===== src/rtl/wb_queue.sv =====
// wb_queue: in-order write-back FIFO feeding the regfile write port, with forwarding lookup.
// Optional build macro WB_COALESCE_EN merges a push into the youngest entry with the same rd.
module wb_queue #(
    parameter int DEPTH = 4,
    parameter int XLEN  = 32
) (
    input  logic            clk,
    input  logic            rst,
    input  logic            lsu_valid,
    output logic            lsu_ready,
    input  logic [4:0]      lsu_rd,
    input  logic [XLEN-1:0] lsu_val,
    input  logic            alu_valid,
    output logic            alu_ready,
    input  logic [4:0]      alu_rd,
    input  logic [XLEN-1:0] alu_val,
    output logic            w_enable,
    output logic [4:0]      w_reg_name,
    output logic [XLEN-1:0] w_reg_val,
    input  logic [4:0]      fwd_name,
    output logic            fwd_hit,
    output logic [XLEN-1:0] fwd_val,
    output logic            empty
);

    localparam int PW = $clog2(DEPTH);
    localparam int CW = PW + 1;
    localparam logic [CW-1:0] FULL_CNT = CW'(DEPTH);

    logic [4:0]      rd_q  [DEPTH];
    logic [XLEN-1:0] val_q [DEPTH];

    logic [PW-1:0]   wr_ptr;
    logic [PW-1:0]   rd_ptr;
    logic [CW-1:0]   count;

    logic            full;
    logic            pop;
    logic            lsu_match;
    logic            alu_match;
    logic            lsu_fire;
    logic            alu_fire;
    logic            in_match;
    logic [4:0]      in_rd;
    logic [XLEN-1:0] in_val;
    logic            enq;
    logic            merge;

`ifdef WB_COALESCE_EN
    logic [PW-1:0]   young;

    // Youngest entry may absorb a same-rd push; with one entry it is the head being popped.
    always_comb begin
        young     = wr_ptr - PW'(1);
        lsu_match = (count > CW'(1)) && (lsu_rd != 5'd0) && (rd_q[young] == lsu_rd);
        alu_match = (count > CW'(1)) && (alu_rd != 5'd0) && (rd_q[young] == alu_rd);
    end
`else
    assign lsu_match = 1'b0;
    assign alu_match = 1'b0;
`endif

    // Handshake: readiness from pre-pop count, LSU has fixed priority, one push per cycle.
    always_comb begin
        full      = (count == FULL_CNT);
        pop       = (count != '0);
        lsu_ready = !full || lsu_match;
        alu_ready = (!full || alu_match) && !lsu_valid;
        lsu_fire  = lsu_valid && lsu_ready;
        alu_fire  = alu_valid && alu_ready;
        in_rd     = lsu_fire ? lsu_rd    : alu_rd;
        in_val    = lsu_fire ? lsu_val   : alu_val;
        in_match  = lsu_fire ? lsu_match : alu_match;
        enq       = (lsu_fire || alu_fire) && (in_rd != 5'd0) && !in_match && !rst;
        merge     = (lsu_fire || alu_fire) && (in_rd != 5'd0) && in_match && !rst;
    end

    // Entry storage: allocate at the write pointer or overwrite the youngest value.
    always_ff @(posedge clk) begin
        if (enq) begin
            rd_q[wr_ptr]  <= in_rd;
            val_q[wr_ptr] <= in_val;
        end
`ifdef WB_COALESCE_EN
        else if (merge) begin
            val_q[young] <= in_val;
        end
`endif
    end

    // Pointers, occupancy and the registered regfile write port.
    always_ff @(posedge clk) begin
        if (rst) begin
            wr_ptr     <= '0;
            rd_ptr     <= '0;
            count      <= '0;
            w_enable   <= 1'b0;
            w_reg_name <= 5'd0;
            w_reg_val  <= '0;
        end else begin
            if (enq) begin
                wr_ptr <= wr_ptr + PW'(1);
            end
            if (pop) begin
                w_enable   <= 1'b1;
                w_reg_name <= rd_q[rd_ptr];
                w_reg_val  <= val_q[rd_ptr];
                rd_ptr     <= rd_ptr + PW'(1);
            end else begin
                w_enable <= 1'b0;
            end
            if (enq && !pop) begin
                count <= count + CW'(1);
            end else if (!enq && pop) begin
                count <= count - CW'(1);
            end
        end
    end

    // Forwarding: output register is oldest, later FIFO entries override earlier matches.
    always_comb begin
        logic [PW-1:0] idx;
        idx     = '0;
        fwd_hit = 1'b0;
        fwd_val = '0;
        if (fwd_name != 5'd0) begin
            if (w_enable && (w_reg_name == fwd_name)) begin
                fwd_hit = 1'b1;
                fwd_val = w_reg_val;
            end
            for (int i = 0; i < DEPTH; i++) begin
                idx = rd_ptr + PW'(i);
                if ((CW'(i) < count) && (rd_q[idx] == fwd_name)) begin
                    fwd_hit = 1'b1;
                    fwd_val = val_q[idx];
                end
            end
        end
    end

    assign empty = (count == '0) && !w_enable;

endmodule

===== config.mk =====
export PLATFORM = sky130hd
export DESIGN_NAME = wb_queue
export DESIGN_NICKNAME = d
export VERILOG_FILES = /design/src/rtl/wb_queue.sv
export SDC_FILE = /design/constraint.sdc
export NUM_CORES = 1
export LEC_CHECK = 0
export ABC_AREA = 1
export CAP_MARGIN = 20
export CELL_PAD_IN_SITES_DETAIL_PLACEMENT = 0
export CELL_PAD_IN_SITES_GLOBAL_PLACEMENT = 2
export CORE_AREA = 2 2 203 205
export DETAILED_ROUTE_END_ITERATION = 12
export DIE_AREA = 0 0 205 207
export PLACE_DENSITY_LB_ADDON = 0.1
export REMOVE_ABC_BUFFERS = 1
export SETUP_SLACK_MARGIN = 0.15
export SYNTH_ARGS = -nofsm -noshare
export SYNTH_HDL_FRONTEND = slang
export SYNTH_SLANG_ARGS = --single-unit

===== constraint.sdc =====
create_clock -name clk -period 4.85 [get_ports clk]
set_clock_uncertainty 0.05 [all_clocks]
set_input_delay 0.97 -clock clk [delete_from_list [all_inputs] [get_ports clk]]
set_output_delay 0.97 -clock clk [all_outputs]
set_load 0.005 [all_outputs]

### Yosys cells after proc, flatten, opt, wreduce, memory -nomap -nowiden

Memories as Yosys holds them, arrays and structs flattened. A register that Yosys moved wholly into a read port is not among the register bits.
Cells that the tools add are included.

| storage, ports and cells | value |
|---|---|
| register bits after elaboration | 45 |
| memory bits (writable) | 148 |
| output and inout port bits | 74 |
| word-level logic and storage cells | 72 |
| memories | 2 |

Memory list:

| memory | depth | width | read ports | clocked after memory_dff | wr ports | RTL line | source |
|---|---|---|---|---|---|---|---|
| val_q | 4 | 32 | 4 | 1 | 1 | 31 | `logic [XLEN-1:0] val_q [DEPTH];` |
| rd_q | 4 | 5 | 4 | 1 | 1 | 30 | `logic [4:0] rd_q [DEPTH];` |

| cells by class | value |
|---|---|
| $add $sub $neg | 6 |
| magnitude comparators | 4 |
| eq/ne operators | 6 |
| multiplexer cells | 23 |
| reductions and logical operators | 25 |

Operators with widths:

| cell | number |
|---|---|
| $mux W32 | 7 |
| $eq A5 B5 Y1 | 5 |
| $logic_and A1 B1 Y1 | 13 |
| $reduce_bool A5 Y1 | 2 |
| $mux W1 | 9 |
| $mux W2 | 4 |
| $logic_not A1 Y1 | 6 |
| $lt A1 B3 Y1 const A | 2 |
| $lt A2 B3 Y1 const A | 2 |
| $mux W3 | 2 |
| $mux W5 | 1 |
| $add A2 B1 Y2 const B | 2 |
| $add A2 B2 Y2 const B | 2 |
| $add A3 B1 Y3 const B | 1 |
| $eq A3 B3 Y1 const B | 1 |
| $logic_not A3 Y1 | 1 |
| $reduce_bool A3 Y1 | 1 |
| $sub A3 B1 Y3 const B | 1 |
| $reduce_bool A2 Y1 | 1 |
| $logic_or A1 B1 Y1 | 1 |

### Longest topological paths before layout

Gate-level depths: netlist of the first run.

| logic depth | value |
|---|---|
| depth in word-level cells | 11 |
| mapped depth | 17 |

### Worst setup path after synthesis of the first run

Ideal clock, no wire load.

| timing | value |
|---|---|
| path kind | input-to-reg |
| from | input lsu_valid |
| to | memory rd_q[0][0] (enable) |
| arrival | 3.383 ns |
| required time | 4.369 ns |
| slack | 0.985 ns |
| cell stages on the path | 8 |
| buffers on the path | 1 |
| path through | nand2_1 -> clkbuf_1 -> nand2_1 -> nand2_1 -> nor3_1 -> nand3_1 -> nand2_1 -> nor2_1 |

| between the ends | value |
|---|---|
| elaborated cells between the ends (all ways) | 11 |
| classes of those cells | mux: 3; reduce/logical: 8 |

RTL lines:

| what | RTL line | source |
|---|---|---|
| from (decl) | 9 | `input logic lsu_valid,` |
| $logic_and A1 B1 Y1 | 69 | `lsu_fire = lsu_valid && lsu_ready;` |
| $mux W5 | 71 | `in_rd = lsu_fire ? lsu_rd : alu_rd;` |
| net in_rd[2] | 44 | `logic [4:0] in_rd;` |
| $reduce_bool A5 Y1 | n/a |  |
| $logic_and A1 B1 Y1 | n/a |  |
| $logic_and A1 B1 Y1 | 74 | `enq = (lsu_fire \|\| alu_fire) && (in_rd != 5'd0) && !in_match && !rst;` |
| $mux W1 | 80 | `if (enq) begin` |
| $mux W1 (implied by the code) | 81 | `rd_q[wr_ptr] <= in_rd;` |
| to (decl) | 30 |  |

The timed path passes the listed nets, and every way through them passes these cells.

### Worst setup path after layout of the first run

| timing | value |
|---|---|
| from | input fwd_name[2] |
| to | output fwd_val[1] |

| between the ends | value |
|---|---|
| cells in the longest elaborated chain, start to end | 8 |
| elaborated cells between the ends (all ways) | 17 |
| classes of those cells | eq/ne: 5; mux: 6; reduce/logical: 6 |

RTL lines:

| what | RTL line | source |
|---|---|---|
| from (decl) | 20 | `input logic [4:0] fwd_name,` |
| $eq A5 B5 Y1 | 127 | `if (w_enable && (w_reg_name == fwd_name)) begin` |
| $logic_and A1 B1 Y1 | 127 |  |
| $mux W32 | 127 |  |
| $mux W32 (4 in a row) | 133 | `if ((CW'(i) < count) && (rd_q[idx] == fwd_name)) begin` |
| $mux W32 * | 126 | `if (fwd_name != 5'd0) begin` |
| to (decl) | 22 | `output logic [XLEN-1:0] fwd_val,` |

Mark *: on every way between the ends. The rest lies on a longest branch, timed or not.

==> results of run 1 <==
[per-layer routing]
| layer | GRT usage | share of wire | up-vias |
|---|---|---|---|
| met3 | 0.0352 | 0.045 | 44 |
| met1 | 0.320 | 0.47 | 5887 |
| met4 | 0.0533 | 0.014 | 0 |
| met2 | 0.383 | 0.47 | 322 |
| met5 | 0 | 0 | - |
| li1 | - | - | 6183 |
[repair_timing]
item                       CTS  global route
resized for setup            0             4
setup endpoints to repair    6            24
setup buffers                1             0
[registers in the layout (all words and copies together) (netlist names), named ones only]
signal,flops
wr_ptr,2
rd_q,20
w_reg_val,32
val_q,128
count,3
w_enable,1
rd_ptr,2
w_reg_name,5
[worst max-delay path by stage]
stage          cells past startpoint                    from           to  slack [ns]
2_1_floorplan                     12  rd_ptr[0]$_SDFFE_PP0N_   fwd_val[0]       -2.66
3_3_place_gp                      11             fwd_name[0]  fwd_val[30]        0.34
3_5_place_dp                      13             fwd_name[4]   fwd_val[1]        0.30
4_1_cts                           14  rd_ptr[0]$_SDFFE_PP0N_   fwd_val[1]        0.22
5_1_grt                           14  rd_ptr[0]$_SDFFE_PP0N_   fwd_val[1]        0.15
6_report                          11             fwd_name[2]   fwd_val[1]        0.28
[per-stage QoR]
step,hold WS [ns],utilization,instance area (µm²)
after detailed placement,0.470,0.375,15100
after CTS,0.488,0.389,15700
after global routing,0.511,0.389,15700
after floorplan,0.415,-,12200
final,0.481,0.389,15700
after global placement,0.472,0.375,15100
[critical path: stages]
cell,delay (ns)
clkdlybuf4s50_1,0.69
inv_1,0.13
nand3_1,0.11
nand2_1,0.09
nor2_4,0.14
buf_4,0.29
nand4_1,0.12
nand3_1,0.09
nand2_1,0.05
a21oi_1,0.29
clkdlybuf4s50_1,0.57
[cell usage after synthesis]
cell type  count
xnor2_1        1
nand2_2        3
mux2i_1        3
o21a_1         1
nor2_1       223
a31oi_1       31
inv_2          3
or2_2          1
o21ai_0      209
nand2_1      474
edfxtp_1     148
inv_1        181
a21boi_0       1
dfxtp_1       47
xor2_1         2
o21ai_1        3
o221ai_1      31
clkbuf_1      80
buf_4          5
a21oi_1      117
buf_6          4
nor2_8         1
nand3_2        1
a211oi_1       1
ha_1           9
nor3_1         2
buf_1         12
nand4_1       34
o22ai_1        1
mux2_2        32
buf_2         22
a221oi_1       1
o211ai_1      32
nand3_1       70
[final cells by class]
cell class              instances  area [µm²]  area share
repair buffers                209        2160       0.137
multi-input cells            1284        6260       0.398
inverters                     184         691      0.0439
well taps                     532         666      0.0423
flip-flops and latches        195        5390       0.343
clock buffers                  24         472      0.0300
clock inverters                 7        82.6     0.00525
[power by group through the flow]
stage / clock, mW / combinational, mW / sequential (mW)
floorplan: 0 / 2.73 / 2.45
global placement: 0 / 5.08 / 2.44
detailed placement: 0 / 5.07 / 2.44
CTS: 1.44 / 5.13 / 2.38
global route: 1.50 / 5.70 / 2.42
finish: 1.40 / 5.13 / 2.38
[cells by family after synthesis]
group	count (synthesis)	synth area share
DFF	195	0.421
adders and majority gates	9	0.00881
xor gates and xnor gates	3	0.00206
and+or+nand+nor	809	0.254
buffers and inverters	307	0.0962
AOI/OAI and AO/OA	428	0.187
muxes	35	0.0306
==> key figures, run 1 <==
Outcome
  • Outcome: finished, final reports clean

Hold path
  • Hold path cells: 2
  • Hold crit path type: reg -> reg
  • Hold Path End: w_reg_val[30]$_SDFFE_PP0N_
  • Hold_sp: w_reg_val[30]$_SDFFE_PP0N_

Critical path
  • Worst r2r src: count[0]$_SDFFE_PP0P_
  • CP Class: in -> out
  • Setup slack, reg-to-reg: 1.72 ns
  • CP Capture Type: primary output
  • Startpoint types: primary input
  • Reg-to-Reg End: count[2]$_SDFFE_PP0P_
  • CP Data Arrival Time: 3.55 ns
  • CP max FO: 17
  • R2R cell count: 15
  • CP required: 3.83 ns

Power and ir drop
  • Clock power frac: 0.157
  • Overall power: 8.92 mW
  • P_sw: 4.25 mW
  • Comb power frac: 0.575
  • Int Power: 4.67 mW
  • Sw frac: 0.477
  • Power density of the placed cells: 567 nW/µm²
  • Seq pwr share: 0.267
  • Peak supply drop: 0.537 mV
  • P_leak: 6.43 nW

STA
  • Final hold violations: 0
  • Pins over their slew limit: 0
  • Setup TNS: 0 ns
  • Setup-failing EPs final: 0
  • Max Fclk: 219 MHz
  • Minimum clock period: 4.57 ns
  • Setup WS post-layout: 0.277 ns
  • Slew Limit Headroom: 0.382
  • Unrepaired setup endpoints after global routing: true
  • Fraction of the cycle the final worst path needs: 0.943
  • Slew at the pin with the worst max-slew slack: 0.928 ns

Placement
  • Port buffer count: 156
  • Placed cells: 2,403
  • Pre-CTS setup slack: 0.303 ns
  • Routability congestion estimate: 0.835
  • Post-DP HPWL: 30.9 mm

Detailed routing
  • DRT iter0 DRCs: 784
  • # DRC: 0
  • First-pass detailed-route iteration total: 7
  • Antenna Nets Post-Route: 0
  • Post-DR vias/cell: 5.11
  • Via count: 12,400
  • Drt wl/cell: 20.1 µm
  • Final wirelength: 48.9 mm

Floorplan
  • Initial Utilization: 0.317
  • Die H: 207 µm
  • Core Area: 40,400 µm²
  • Area of the die: 42,400 µm²
  • Die X: 205 µm
  • Ports: 157
  • Row count: 74

Yosys
  • Area contributors post-synth: edfxtp_1 (35%), nand2_1 (14%), o21ai_0 (8.2%)
  • Synth unique cells: 34
  • Syn Area/Cell: 7.15 µm²
  • Share of the synthesized area in the top cell type: 0.348
  • Gate Count Post-Synth: 1,786
  • Seq/Total Area, Yosys: 0.421
  • Post-synthesis cell area: 12,800 µm²
  • Yosys reg bits: 195
  • Biggest area consumer among synthesized cells: edfxtp_1
  • Ys Warns: 0

Cells and area
  • Nets@finish: 1,983
  • Antenna cells: 0
  • Share of cells above drive strength 1: 0.0741
  • Commonest non-fill, non-tap cells in the layout: nand2_1 (470), nor2_1 (215), o21ai_0 (209)
  • Fillers: 4,284
  • Area Growth Syn to Fin: 23.1%
  • Commonest non-fill, non-tap cell in the layout: nand2_1
  • Final std cells w/o fill: 2,435

Clock tree
  • Root Buffer: clkbuf_16
  • CTS sink cnt: 195
  • TritonCTS clock tree: built
  • Worst-path clk slew: 0.07 ns
  • Max Root-Sink Buffers: 2
  • CTS H-tree depth: 4
  • Num CTS Buffers: 17
  • Worst skew pair latency: 0.46 ns
  • Cts hold-fix bufs: 0

Run
  • Max Cap Violations: 0

Global route
  • GRT Residual Overflow: 0
  • Largest net degree at the start of global routing: 86
  • Vias in the first global route: 12,000
  • Antenna violations before repair: 0
  • First-pass GRT wire length: 73.5 mm
  • All-layer global routing usage: 0.232
Note: power is estimated with default switching activity, not from simulation.
==> inputs of run 2 (changes only) <==
--- a/config.mk
+++ b/config.mk
@@ -9,9 +9,9 @@
 export CAP_MARGIN = 20
 export CELL_PAD_IN_SITES_DETAIL_PLACEMENT = 0
 export CELL_PAD_IN_SITES_GLOBAL_PLACEMENT = 2
-export CORE_AREA = 2 2 203 205
+export CORE_AREA = 2 2 234 179
 export DETAILED_ROUTE_END_ITERATION = 12
-export DIE_AREA = 0 0 205 207
+export DIE_AREA = 0 0 236 181
 export PLACE_DENSITY_LB_ADDON = 0.1
 export REMOVE_ABC_BUFFERS = 1
 export SETUP_SLACK_MARGIN = 0.15
==> key figures, run 2 (synthesis gave the netlist of run 1 again) <==
Power and ir drop
  • P_leak: 6.44 nW (+0.21%)
  • Peak supply drop: 0.358 mV (-33%)
  • Overall power: 9.05 mW (+1.5%)
  • Power density of the placed cells: 574 nW/µm² (+1.3%)

Detailed routing
  • Via count: 12,500 (+0.12%)
  • Antenna Nets Post-Route: 0 (unchanged)
  • Final wirelength: 49.8 mm (+1.8%)
  • First-pass detailed-route iteration total: 6 (-1)
  • # DRC: 0 (unchanged)
  • DRT iter0 DRCs: 1,068 (+36%)
  • Drt wl/cell: 20.5 µm (+2.0%)
  • Post-DR vias/cell: 5.12 (+0.29%)

Floorplan
  • Area of the die: 42,700 µm² (+0.66%)
  • Die H: 181 µm (-13%)
  • Ports: 157 (unchanged)
  • Core Area: 40,300 µm² (-0.22%)
  • Initial Utilization: 0.317 (+0.000708)
  • Row count: 64 (-14%)
  • Die X: 236 µm (+15%)

STA
  • Slew Limit Headroom: 0.285 (-0.0965)
  • Setup-failing EPs final: 0 (unchanged)
  • Fraction of the cycle the final worst path needs: 0.929 (-0.0142)
  • Pins over their slew limit: 0 (unchanged)
  • Fin Hold WS: 0.490 ns (+0.00925 ns)
  • Final hold violations: 0 (unchanged)
  • Max Fclk: 222 MHz (+1.5%)
  • Setup TNS: 0 ns (unchanged)
  • Setup WS post-layout: 0.346 ns (+0.0690 ns)
  • Minimum clock period: 4.50 ns (-0.0690 ns)
  • Slew at the pin with the worst max-slew slack: 1.07 ns (+0.143 ns)
  • Unrepaired setup endpoints after global routing: false

Outcome
  • Outcome: finished, final reports clean

Critical path
  • Reg-to-Reg End: val_q[2][25]$_DFFE_PP_
  • Critical path capture point: fwd_val[20]
  • R2R cell count: 13 (-2)
  • Crit path launch: rd_ptr[0]$_SDFFE_PP0N_
  • CP Capture Type: primary output
  • CP max FO: 35 (+18)
  • Worst r2r src: count[0]$_SDFFE_PP0P_
  • Startpoint types: flop
  • Setup slack, reg-to-reg: 1.12 ns (-0.60 ns)
  • CP Class: reg -> out
  • CP required: 3.83 ns (about the same)
  • CP Data Arrival Time: 3.48 ns (-0.07 ns)

Placement
  • Placed cells: 2,399 (-0.17%)
  • DP Area: 15,100 µm² (about the same)
  • Port buffer count: 156 (unchanged)
  • Routability congestion estimate: 0.837 (+0.20%)
  • Post-DP HPWL: 31.7 mm (+2.5%)
  • Pre-CTS setup slack: 0.317 ns (+0.0143 ns)

Global route
  • Vias in the first global route: 11,800 (-1.3%)
  • First-pass GRT wire length: 74.5 mm (+1.3%)
  • Largest net degree at the start of global routing: 77 (-10%)
  • Antenna violations before repair: 0 (unchanged)
  • All-layer global routing usage: 0.233 (+0.000381)
  • GRT Residual Overflow: 0 (unchanged)

Cells and area
  • Antenna cells: 0 (unchanged)
  • Final Util: 0.391 (+0.00168)
  • Commonest non-fill, non-tap cells in the layout: nand2_1 (470), nor2_1 (215), o21ai_0 (209)
  • Commonest non-fill, non-tap cell in the layout: nand2_1
  • Biggest register: val_q
  • Largest registers: val_q: 128 flops, w_reg_val: 32 flops, rd_q: 20 flops
  • Nets@finish: 1,982 (-0.050%)
  • Final std cells w/o fill: 2,431 (-0.16%)
  • Design Area, Final: 15,800 µm² (+0.21%)
  • Share of cells above drive strength 1: 0.0788 (+0.00473)
  • Area Growth Syn to Fin: 23.3%
  • Fillers: 4,264 (-0.47%)
  • Max reg flops: 128 (unchanged)

Hold path
  • Hold crit path type: reg -> reg

Clock tree
  • Cts hold-fix bufs: 0 (unchanged)
  • CTS sink cnt: 195 (unchanged)
  • CTS H-tree depth: 4 (unchanged)
  • Max Root-Sink Buffers: 2 (unchanged)
  • Worst skew pair latency: 0.46 ns (about the same)
  • Num CTS Buffers: 17 (unchanged)
  • TritonCTS clock tree: built
  • Root Buffer: clkbuf_16
  • Worst-path clk slew: 0.07 ns (about the same)

Run
  • Max Cap Violations: 0 (unchanged)
[run 2: what timing repair did]
action                                  in CTS  in global routing
setup buffers                                0                  0
endpoints found under the setup margin       0                 26
gates resized for setup                      0                 10
[run 2: power breakdown]
part / leakage (nW) / internal (mW) / switching [mW] / total (mW)
combinational: 4.42 / 1.76 / 3.38 / 5.14
clock: 0.285 / 0.776 / 0.720 / 1.50
sequential: 1.74 / 2.12 / 0.286 / 2.41
total: 6.44 / 4.66 / 4.38 / 9.05
[run 2: area by class of cell]
type                            instances  area (µm²)  share of cell area
Inverter                              184         693              0.0440
Timing Repair Buffer                  208        2120               0.135
Sequential cell                       195        5390               0.342
Clock buffer                           17         425              0.0270
Multi-Input combinational cell       1284        6290               0.399
Clock inverter                         15         171              0.0109
Tap cell                              528         661              0.0419
[run 2: worst max-delay path, stage by stage, from the launching register on]
cell	delay (ns)
dfxtp_4	0.46
buf_6	0.29
nor2_1	0.08
buf_4	0.18
a21oi_1	0.23
nand2_1	0.09
nand2_1	0.11
nand2_1	0.06
nor2_1	0.17
nand3_2	0.13
buf_12	0.20
nor2_1	0.11
nor2_1	0.05
a21oi_1	0.26
clkdlybuf4s50_1	0.56
[run 2: per-layer routing]
layer | global-route usage | part of all wire | vias to the layer above
li1 | - | - | 6190
met1 | 0.333 | 0.48 | 5810
met2 | 0.369 | 0.45 | 411
met3 | 0.0341 | 0.052 | 40
met4 | 0.0581 | 0.014 | 0
met5 | 0 | 0 | -
[run 2: worst min-delay path by stage]
| stage | startpoint | to | slack (ns) | cells past startpoint |
|---|---|---|---|---|
| after floorplan | w_reg_val[30]$_SDFFE_PP0N_ | w_reg_val[30]$_SDFFE_PP0N_ | 0.41 | 2 |
| after global placement | wr_ptr[1]$_SDFFE_PP0P_ | wr_ptr[1]$_SDFFE_PP0P_ | 0.47 | 2 |
| after detailed placement | w_reg_val[30]$_SDFFE_PP0N_ | w_reg_val[30]$_SDFFE_PP0N_ | 0.48 | 2 |
| after CTS | wr_ptr[1]$_SDFFE_PP0P_ | wr_ptr[1]$_SDFFE_PP0P_ | 0.49 | 2 |
| after global routing | w_reg_val[30]$_SDFFE_PP0N_ | w_reg_val[30]$_SDFFE_PP0N_ | 0.53 | 2 |
| final | wr_ptr[1]$_SDFFE_PP0P_ | wr_ptr[1]$_SDFFE_PP0P_ | 0.49 | 2 |
